[config.mk]
export PLATFORM = sky130hd
export DESIGN_NAME = adder_share_arb_flat
export DESIGN_NICKNAME = d
export VERILOG_FILES = /design/src/rtl/adder_share_arb_if.sv /design/src/rtl/adder_share_arb.sv /design/src/flat_wrapper.sv
export SDC_FILE = /design/constraint.sdc
export NUM_CORES = 1
export LEC_CHECK = 0
export BUFFER_PORTS_ARGS = -buffer_cell sky130_fd_sc_hd__buf_2
export CAP_MARGIN = 40
export CORE_MARGIN = 3
export CORE_UTILIZATION = 51
export CTS_BUF_LIST = sky130_fd_sc_hd__clkbuf_8
export CTS_CLUSTER_SIZE = 20
export DETAILED_ROUTE_END_ITERATION = 16
export GPL_TIMING_DRIVEN = 0
export PLACE_DENSITY_LB_ADDON = 0.3
export SYNTH_ARGS = -nofsm -noshare
export SYNTH_HDL_FRONTEND = slang
export SYNTH_SLANG_ARGS = --single-unit
export TNS_END_PERCENT = 100
[constraint.sdc]
create_clock -name clk -period 4.8 [get_ports clk]
set_clock_uncertainty 0.15 [all_clocks]
set_input_delay 0 -clock clk [delete_from_list [all_inputs] [get_ports clk]]
set_output_delay 0 -clock clk [all_outputs]
set_load 0.01 [all_outputs]
[src/rtl/adder_share_arb_if.sv]
// Request/response bundle for the shared-adder arbiter: NREQ operand offer
// channels and one result channel, each a valid/ready handshake.
interface adder_share_arb_if #(
  parameter int NREQ = 4,
  parameter int W    = 8,
  parameter int IDW  = 2
);
  logic [NREQ-1:0]   req_valid;
  logic [NREQ-1:0]   req_ready;
  logic [NREQ*W-1:0] req_a;
  logic [NREQ*W-1:0] req_b;
  logic [NREQ-1:0]   req_cin;
  logic              rsp_valid;
  logic              rsp_ready;
  logic [W-1:0]      rsp_sum;
  logic              rsp_cout;
  logic [IDW-1:0]    rsp_id;

  modport master (
    output req_valid, req_a, req_b, req_cin, rsp_ready,
    input  req_ready, rsp_valid, rsp_sum, rsp_cout, rsp_id
  );

  modport slave (
    input  req_valid, req_a, req_b, req_cin, rsp_ready,
    output req_ready, rsp_valid, rsp_sum, rsp_cout, rsp_id
  );
endinterface

[src/rtl/adder_share_arb.sv]
// Round-robin arbiter sharing one ripple-carry adder among NREQ requesters;
// one operation in flight, sequenced IDLE -> GRANT -> COMPUTE -> RESP.
module adder_share_arb #(
  parameter int NREQ = 4,
  parameter int W    = 8,
  parameter int IDW  = 2,
  parameter int CNTW = 16
) (
  input  logic            clk,
  input  logic            rst,
  adder_share_arb_if.slave bus,
  output logic            busy,
  output logic [CNTW-1:0] op_count
);
  typedef enum logic [1:0] {IDLE, GRANT, COMPUTE, RESP} state_t;

  state_t          state_q;
  logic [IDW-1:0]  ptr_q;
  logic [IDW-1:0]  grant_id_q;
  logic [IDW-1:0]  op_id_q;
  logic [W-1:0]    op_a_q;
  logic [W-1:0]    op_b_q;
  logic            op_cin_q;
  logic            rsp_valid_q;
  logic [W-1:0]    rsp_sum_q;
  logic            rsp_cout_q;
  logic [IDW-1:0]  rsp_id_q;
  logic [CNTW-1:0] cnt_q;
  logic            busy_q;

  logic            win_found;
  logic [IDW-1:0]  win_id;
  logic [IDW:0]    cand_w;
  logic [W-1:0]    sel_a;
  logic [W-1:0]    sel_b;
  logic            sel_cin;
  logic [IDW-1:0]  ptr_d;
  logic [W:0]      add_res;

  function automatic logic [W:0] ripple_add(input logic [W-1:0] a,
                                            input logic [W-1:0] b,
                                            input logic         cin);
    logic         c;
    logic [W-1:0] s;
    c = cin;
    s = '0;
    for (int i = 0; i < W; i++) begin
      s[i] = a[i] ^ b[i] ^ c;
      c    = (a[i] & b[i]) | (c & (a[i] ^ b[i]));
    end
    return {c, s};
  endfunction

  // Rotating priority search starting at ptr_q, wrapping modulo NREQ.
  always_comb begin
    win_found = 1'b0;
    win_id    = '0;
    cand_w    = '0;
    for (int k = 0; k < NREQ; k++) begin
      cand_w = {1'b0, ptr_q} + (IDW+1)'(k);
      if (cand_w >= (IDW+1)'(NREQ)) cand_w = cand_w - (IDW+1)'(NREQ);
      if (!win_found && bus.req_valid[cand_w[IDW-1:0]]) begin
        win_found = 1'b1;
        win_id    = cand_w[IDW-1:0];
      end
    end
  end

  always_comb begin
    sel_a   = '0;
    sel_b   = '0;
    sel_cin = 1'b0;
    for (int k = 0; k < NREQ; k++) begin
      if (grant_id_q == IDW'(k)) begin
        sel_a   = bus.req_a[k*W +: W];
        sel_b   = bus.req_b[k*W +: W];
        sel_cin = bus.req_cin[k];
      end
    end
  end

  always_comb begin
    bus.req_ready = '0;
    if (state_q == GRANT && !rst) bus.req_ready[grant_id_q] = 1'b1;
  end

  assign ptr_d   = (op_id_q == IDW'(NREQ-1)) ? '0 : op_id_q + 1'b1;
  assign add_res = ripple_add(op_a_q, op_b_q, op_cin_q);

  always_ff @(posedge clk) begin
    if (rst) begin
      state_q     <= IDLE;
      ptr_q       <= '0;
      grant_id_q  <= '0;
      op_id_q     <= '0;
      op_a_q      <= '0;
      op_b_q      <= '0;
      op_cin_q    <= 1'b0;
      rsp_valid_q <= 1'b0;
      rsp_sum_q   <= '0;
      rsp_cout_q  <= 1'b0;
      rsp_id_q    <= '0;
      cnt_q       <= '0;
      busy_q      <= 1'b0;
    end else begin
      case (state_q)
        IDLE: begin
          if (win_found) begin
            grant_id_q <= win_id;
            state_q    <= GRANT;
            busy_q     <= 1'b1;
          end
        end
        // Operands are taken even if valid dropped; requesters must hold them.
        GRANT: begin
          op_a_q   <= sel_a;
          op_b_q   <= sel_b;
          op_cin_q <= sel_cin;
          op_id_q  <= grant_id_q;
          state_q  <= COMPUTE;
        end
        COMPUTE: begin
          rsp_sum_q   <= add_res[W-1:0];
          rsp_cout_q  <= add_res[W];
          rsp_id_q    <= op_id_q;
          rsp_valid_q <= 1'b1;
          state_q     <= RESP;
        end
        RESP: begin
          if (bus.rsp_ready) begin
            rsp_valid_q <= 1'b0;
            cnt_q       <= cnt_q + 1'b1;
            ptr_q       <= ptr_d;
            state_q     <= IDLE;
            busy_q      <= 1'b0;
          end
        end
        default: begin
          state_q <= IDLE;
          busy_q  <= 1'b0;
        end
      endcase
    end
  end

  assign bus.rsp_valid = rsp_valid_q;
  assign bus.rsp_sum   = rsp_sum_q;
  assign bus.rsp_cout  = rsp_cout_q;
  assign bus.rsp_id    = rsp_id_q;
  assign busy          = busy_q;
  assign op_count      = cnt_q;
endmodule

[src/flat_wrapper.sv]
// flat-port wrapper written by rule: the top's interface ports become plain ports
module adder_share_arb_flat 
#(
  parameter int NREQ = 4,
  parameter int W    = 8,
  parameter int IDW  = 2,
  parameter int CNTW = 16
)
  (clk, rst, busy, op_count, bus_req_valid, bus_req_a, bus_req_b, bus_req_cin, bus_rsp_ready, bus_req_ready, bus_rsp_valid, bus_rsp_sum, bus_rsp_cout, bus_rsp_id);
  adder_share_arb_if #(.NREQ(NREQ), .W(W), .IDW(IDW)) bus_i ();
  input  logic clk;
  input  logic rst;
  output logic busy;
  output logic [CNTW-1:0] op_count;
  input wire logic [$bits(bus_i.req_valid)-1:0] bus_req_valid;
  input wire logic [$bits(bus_i.req_a)-1:0] bus_req_a;
  input wire logic [$bits(bus_i.req_b)-1:0] bus_req_b;
  input wire logic [$bits(bus_i.req_cin)-1:0] bus_req_cin;
  input wire logic [$bits(bus_i.rsp_ready)-1:0] bus_rsp_ready;
  output wire logic [$bits(bus_i.req_ready)-1:0] bus_req_ready;
  output wire logic [$bits(bus_i.rsp_valid)-1:0] bus_rsp_valid;
  output wire logic [$bits(bus_i.rsp_sum)-1:0] bus_rsp_sum;
  output wire logic [$bits(bus_i.rsp_cout)-1:0] bus_rsp_cout;
  output wire logic [$bits(bus_i.rsp_id)-1:0] bus_rsp_id;
  assign bus_i.req_valid = bus_req_valid;
  assign bus_i.req_a = bus_req_a;
  assign bus_i.req_b = bus_req_b;
  assign bus_i.req_cin = bus_req_cin;
  assign bus_i.rsp_ready = bus_rsp_ready;
  assign bus_req_ready = bus_i.req_ready;
  assign bus_rsp_valid = bus_i.rsp_valid;
  assign bus_rsp_sum = bus_i.rsp_sum;
  assign bus_rsp_cout = bus_i.rsp_cout;
  assign bus_rsp_id = bus_i.rsp_id;
  adder_share_arb #(.NREQ(NREQ), .W(W), .IDW(IDW), .CNTW(CNTW)) u_core (.clk(clk), .rst(rst), .bus(bus_i), .busy(busy), .op_count(op_count));
endmodule
Yosys cells after proc, flatten, opt, wreduce, memory -nomap -nowiden
Cells that the tools add are included.
Widths: inputs -> output; s select.

operators by class
  bitwise gates (word level) = 40
  reduce and logical (&&, ||, !) cells = 18
  equal/unequal tests = 9
  order comparisons = 10
  $add $sub $neg = 9
  mux-type cells = 43

operators by type and width
  cell                   number
  $mux 8                 8
  $mux 2                 11
  $add 16x1->16 const B  1
  $and 1x1->1            16
  $xor 1x1->1            16
  $lt 2x3->1 const B     5
  $mux 1                 15
  $eq 2x2->1 const B     5
  $ge 3x3->1 const B     3
  $bmux 1 s2             4
  $or 1x1->1             8
  $pmux 2 s4             1
  $reduce_and 2->1       4
  $sub 2x1->2 const B    4
  $add 2x2->3 const B    2
  $logic_and 1x1->1      5
  $eq 2x1->1 const B     2
  $logic_not 1->1        4
  $logic_not 2->1        2
  $mux 4                 1
  $pmux 1 s2             2
  $reduce_bool 2->1      2
  $add 2x1->3 const B    1
  $ge 2x3->1 const B     1
  other kinds (6)        6

word-level totals
  register bits = 54
  logic and storage cells = 142
  input port bits = 75
  output and inout port bits = 33

Longest topological paths before layout
  word-level depth = 17
  mapped depth = 12
  mapped depth without buffers = 12

Least setup slack after synthesis
No wires, ideal clock.

  kind = register to register
  start = register u_core.op_cin_q
  end = register u_core.rsp_sum_q[7] (netlist: u_core.bus.rsp_sum[7])
  path slack = 0.693 ns
  stages on the path, launching flop included = 13
  setup time = 0.086 ns
  period minus slack after synthesis = 4.107 ns
  path buffers = 0
  data arrival time = 3.871 ns
  path through = dfxtp_1 -> fa_1 -> fa_1 -> fa_1 -> inv_1 -> fa_1 -> inv_1 -> fa_1 -> fa_1 -> fa_1 -> inv_1 -> fa_1 -> a211oi_1

between the ends
  longest elaborated chain between the ends = 15

ends and longest elaborated chain
  item                    line                    RTL
  start, declared         adder_share_arb.sv:23   logic op_cin_q;
  start signal, assigned  adder_share_arb.sv:118  op_cin_q <= sel_cin;
  $and 1x1->1             adder_share_arb.sv:49   c = (a[i] & b[i]) | (c & (a[i] ^ b[i]));
  $or 1x1->1              adder_share_arb.sv:49
  $and 1x1->1             adder_share_arb.sv:49
  $or 1x1->1              adder_share_arb.sv:49
  $and 1x1->1             adder_share_arb.sv:49
  $or 1x1->1              adder_share_arb.sv:49
  $and 1x1->1             adder_share_arb.sv:49
  $or 1x1->1              adder_share_arb.sv:49
  $and 1x1->1             adder_share_arb.sv:49
  $or 1x1->1              adder_share_arb.sv:49
  $and 1x1->1             adder_share_arb.sv:49
  $or 1x1->1              adder_share_arb.sv:49
  $and 1x1->1             adder_share_arb.sv:49
  $or 1x1->1              adder_share_arb.sv:49
  $xor 1x1->1             adder_share_arb.sv:48   s[i] = a[i] ^ b[i] ^ c;
  end signal, assigned    adder_share_arb.sv:123  rsp_sum_q <= add_res[W-1:0];
  end, declared           adder_share_arb.sv:25   logic [W-1:0] rsp_sum_q;

No other way between the ends.
A chain may end at the register's enable or synchronous reset.

Worst setup path in the final report
Ends and elaborated chain as after synthesis.

==> run summary <==
Clock transition at the registers of the reported paths: 0.10 ns
Core Footprint: 5240 um2
Tightest Hold Check Type: input port to register
Post-DRT Antenna Nets: 0
Post-synthesis net count: 372
Worst setup path endpoint: u_core.bus.rsp_sum[7]
Total Routing Usage GR: 0.249
Post-synthesis sequential area ratio: 0.380
Cells after DPL: 459
Num ports: 108
Setup crit start kind: register
Reg2reg start: u_core.op_cin_q
Final instance count without filler cells: 492
HPWL Detailed: 5.27 mm
Slew @ Worst Pin: 0.756 ns
CP Max Fanout: 2
Synth Register Bits: 54
Number of synthesized flops with an enable pin: 0
Commonest non-fill, non-tap cell in the layout: buf_2
Relative slew margins: 0.496
Worst endpoint required time: 4.89 ns
Crit-path cells: fa_1 > fa_1 > fa_1 > inv_1 > fa_1 > inv_1 > fa_1 > fa_1 > fa_1 > inv_1 > fa_1 > a211oi_1
Max Cap Viol: 0
Critical path depth in cells: 12
Overall die height: 80.7 um
Num rows: 26
Slew Limit Fails: 0
Die width: 80.7 um
Worst skew pair latency: 0.32 ns
Global-route wire length before repair: 12.5 mm
R2R depth: 12
Inserted Diodes: 0
Synthesis-to-layout area growth: 34.4%
Mean post-synth cell area: 10.1 um2
RSZ-0062 raised after global routing: false
Critical Path End Type: register
Largest net degree at the start of global routing: 17
Top post-synthesis cells by area: dfxtp_1, mux4_2, mux2i_1
Starting density of the core: 0.543
Per-cell routed wire length: 14.8 um
Vias: 2651
Delay-heaviest family, CP: adder cells
Crit Path Class: register to register
Reg2reg setup slack: 0.48 ns
Final WL: 7.27 mm
Synth Cell Area: 2840 um2
Residual DRC: 0
Post-CTS setup buffers: 0
Htree depth: 2
RR Endpoint: u_core.bus.rsp_sum[7]
Synth top area share: 0.380
Dpl ws: 0.475 ns
Max VDD drop: 0.241 mV
Ys Warns: 0
Num CTS Buffers: 5
Worst path bufs/invs: 3
Clock Root Buffer: clkbuf_8
Power per cell area: 393 nW/um2
CTS tree: done
Post-synth ARST share: 0
Cts hold-fix bufs: 25
# port buffers: 107
Most frequent cells in the layout: buf_2, dfxtp_1, nor2_1, mux2i_1, dlygate4sd3_1
Worst path max stage delay: 0.47 ns
Final setup viols: 0
FMAX: 231 MHz
CP most frequent cell: fa_1
Final Instance Area: 3820 um2
GRT overflow: 0
Routability cong.: 0.802
Critical path launch point: u_core.op_cin_q
Antenna violations before repair: 0
Post-route clock period utilization: 0.901
Share of layout cells above drive strength 1: 0.329
Die area: 6510 um2
Net count of the finished layout: 511
Initial drt markers: 151
Hold Fails Final Rpt: 0
Minimum clock period: 4.32 ns
Main synth FF type: dfxtp_1
Vias in the first global route: 2748
TNS Setup: 0 ns
Pwr Total: 0.00150 W
Clk sinks: 54
Setup WS post-layout: 0.477 ns
Distinct cells, synth: 38
Post_cts resized: 0
DR vias/cell: 5.39
Critical-path top delay cell: fa_1
First-pass DRT Iterations: 4
Synth area leader: dfxtp_1
Leak: 1.65 nW
Placed Area: 3470 um2
Post-Synthesis Cells: 282
Critical path arrival: 4.41 ns
Outcome: completed
CTS max path bufs: 2
## sequential cells by signal, summed over array words and instances (netlist names)
signal and count:
u_core.busy 1, u_core.op_count 16, u_core.op_cin_q 1, u_core.bus.rsp_valid 1, u_core.op_b_q 8, u_core.op_id_q 2
u_core.ptr_q 2, u_core.bus.rsp_sum 8, u_core.bus.rsp_id 2, u_core.grant_id_q 2, u_core.op_a_q 8, u_core.state_q 2
u_core.bus.rsp_cout 1
## power by group
group | switching [W] | internal (W)
registers | 0.0000609 | 0.000530
logic | 0.000306 | 0.000320
clock network | 0.000152 | 0.000132
total | 0.000519 | 0.000982
## cells by family after synthesis
family / share of synthesized area
flip-flops: 0.380
multiplexers: 0.230
XOR/XNOR: 0.0277
AND/OR/NAND/NOR: 0.159
adder cells (fa/ha/maj): 0.0871
AO/OA/AOI/OAI: 0.0717
buffers and inverters: 0.0445
## synthesized netlist by cell type (all sizes together) (3+ instances only)
library cell,count
ha,7
or3,6
nor3,5
nor2,47
nand4,5
and4,3
nand2b,3
nand3,6
clkbuf,7
mux4,17
a211oi,4
a221oi,3
nand2,12
mux2i,27
fa,8
xor2,6
o21ai,8
a21oi,15
inv,16
buf,9
dfxtp,54
xnor2,3
## worst min-delay path by stage
stage | start | to | slack [ns] | cells after the start
after floorplan | rst | bus_req_ready[1] | 0.009 | 2
after global placement | bus_rsp_ready | u_core.ptr_q[1] | 0.18 | 3
after detailed placement | bus_rsp_ready | u_core.op_count[1] | 0.19 | 3
after CTS | bus_req_b[31] | u_core.op_b_q[7] | 0.0004 | 4
after global routing | bus_req_a[15] | u_core.op_a_q[7] | 0.03 | 4
final | bus_req_b[31] | u_core.op_b_q[7] | 0.004 | 4
## per-stage QoR
| step | hold WS, ns | utilization |
|---|---|---|
| floorplan | 0.00885 | - |
| global placement | 0.184 | 0.662 |
| detailed placement | 0.191 | 0.662 |
| CTS | 0.000442 | 0.730 |
| global route | 0.0273 | 0.730 |
| finish | 0.00355 | 0.730 |
## layer usage
layer,GRT usage,share of wire
met1,0.292,0.39
met2,0.442,0.53
met3,0.0493,0.052
met4,0.0997,0.026
met5,0,0
## final cells by class
class / count / area [um2]
plain buffers: 16 / 66.3
clock buffers: 7 / 96.3
inverters: 16 / 60.1
clock inverters: 1 / 8.76
multi-input cells: 196 / 1640
well taps: 70 / 87.6
repair buffers: 132 / 786
fillers: 398 / 1420
flip-flops and latches: 54 / 1080
## worst min-delay path, delay by kind of cell
kind	cells	cell delay [ns]
buffers and inverters	1	0.07
muxes	2	0.28
and+or+nand+nor	1	0.09
Note: power is estimated with default switching activity, not from simulation.
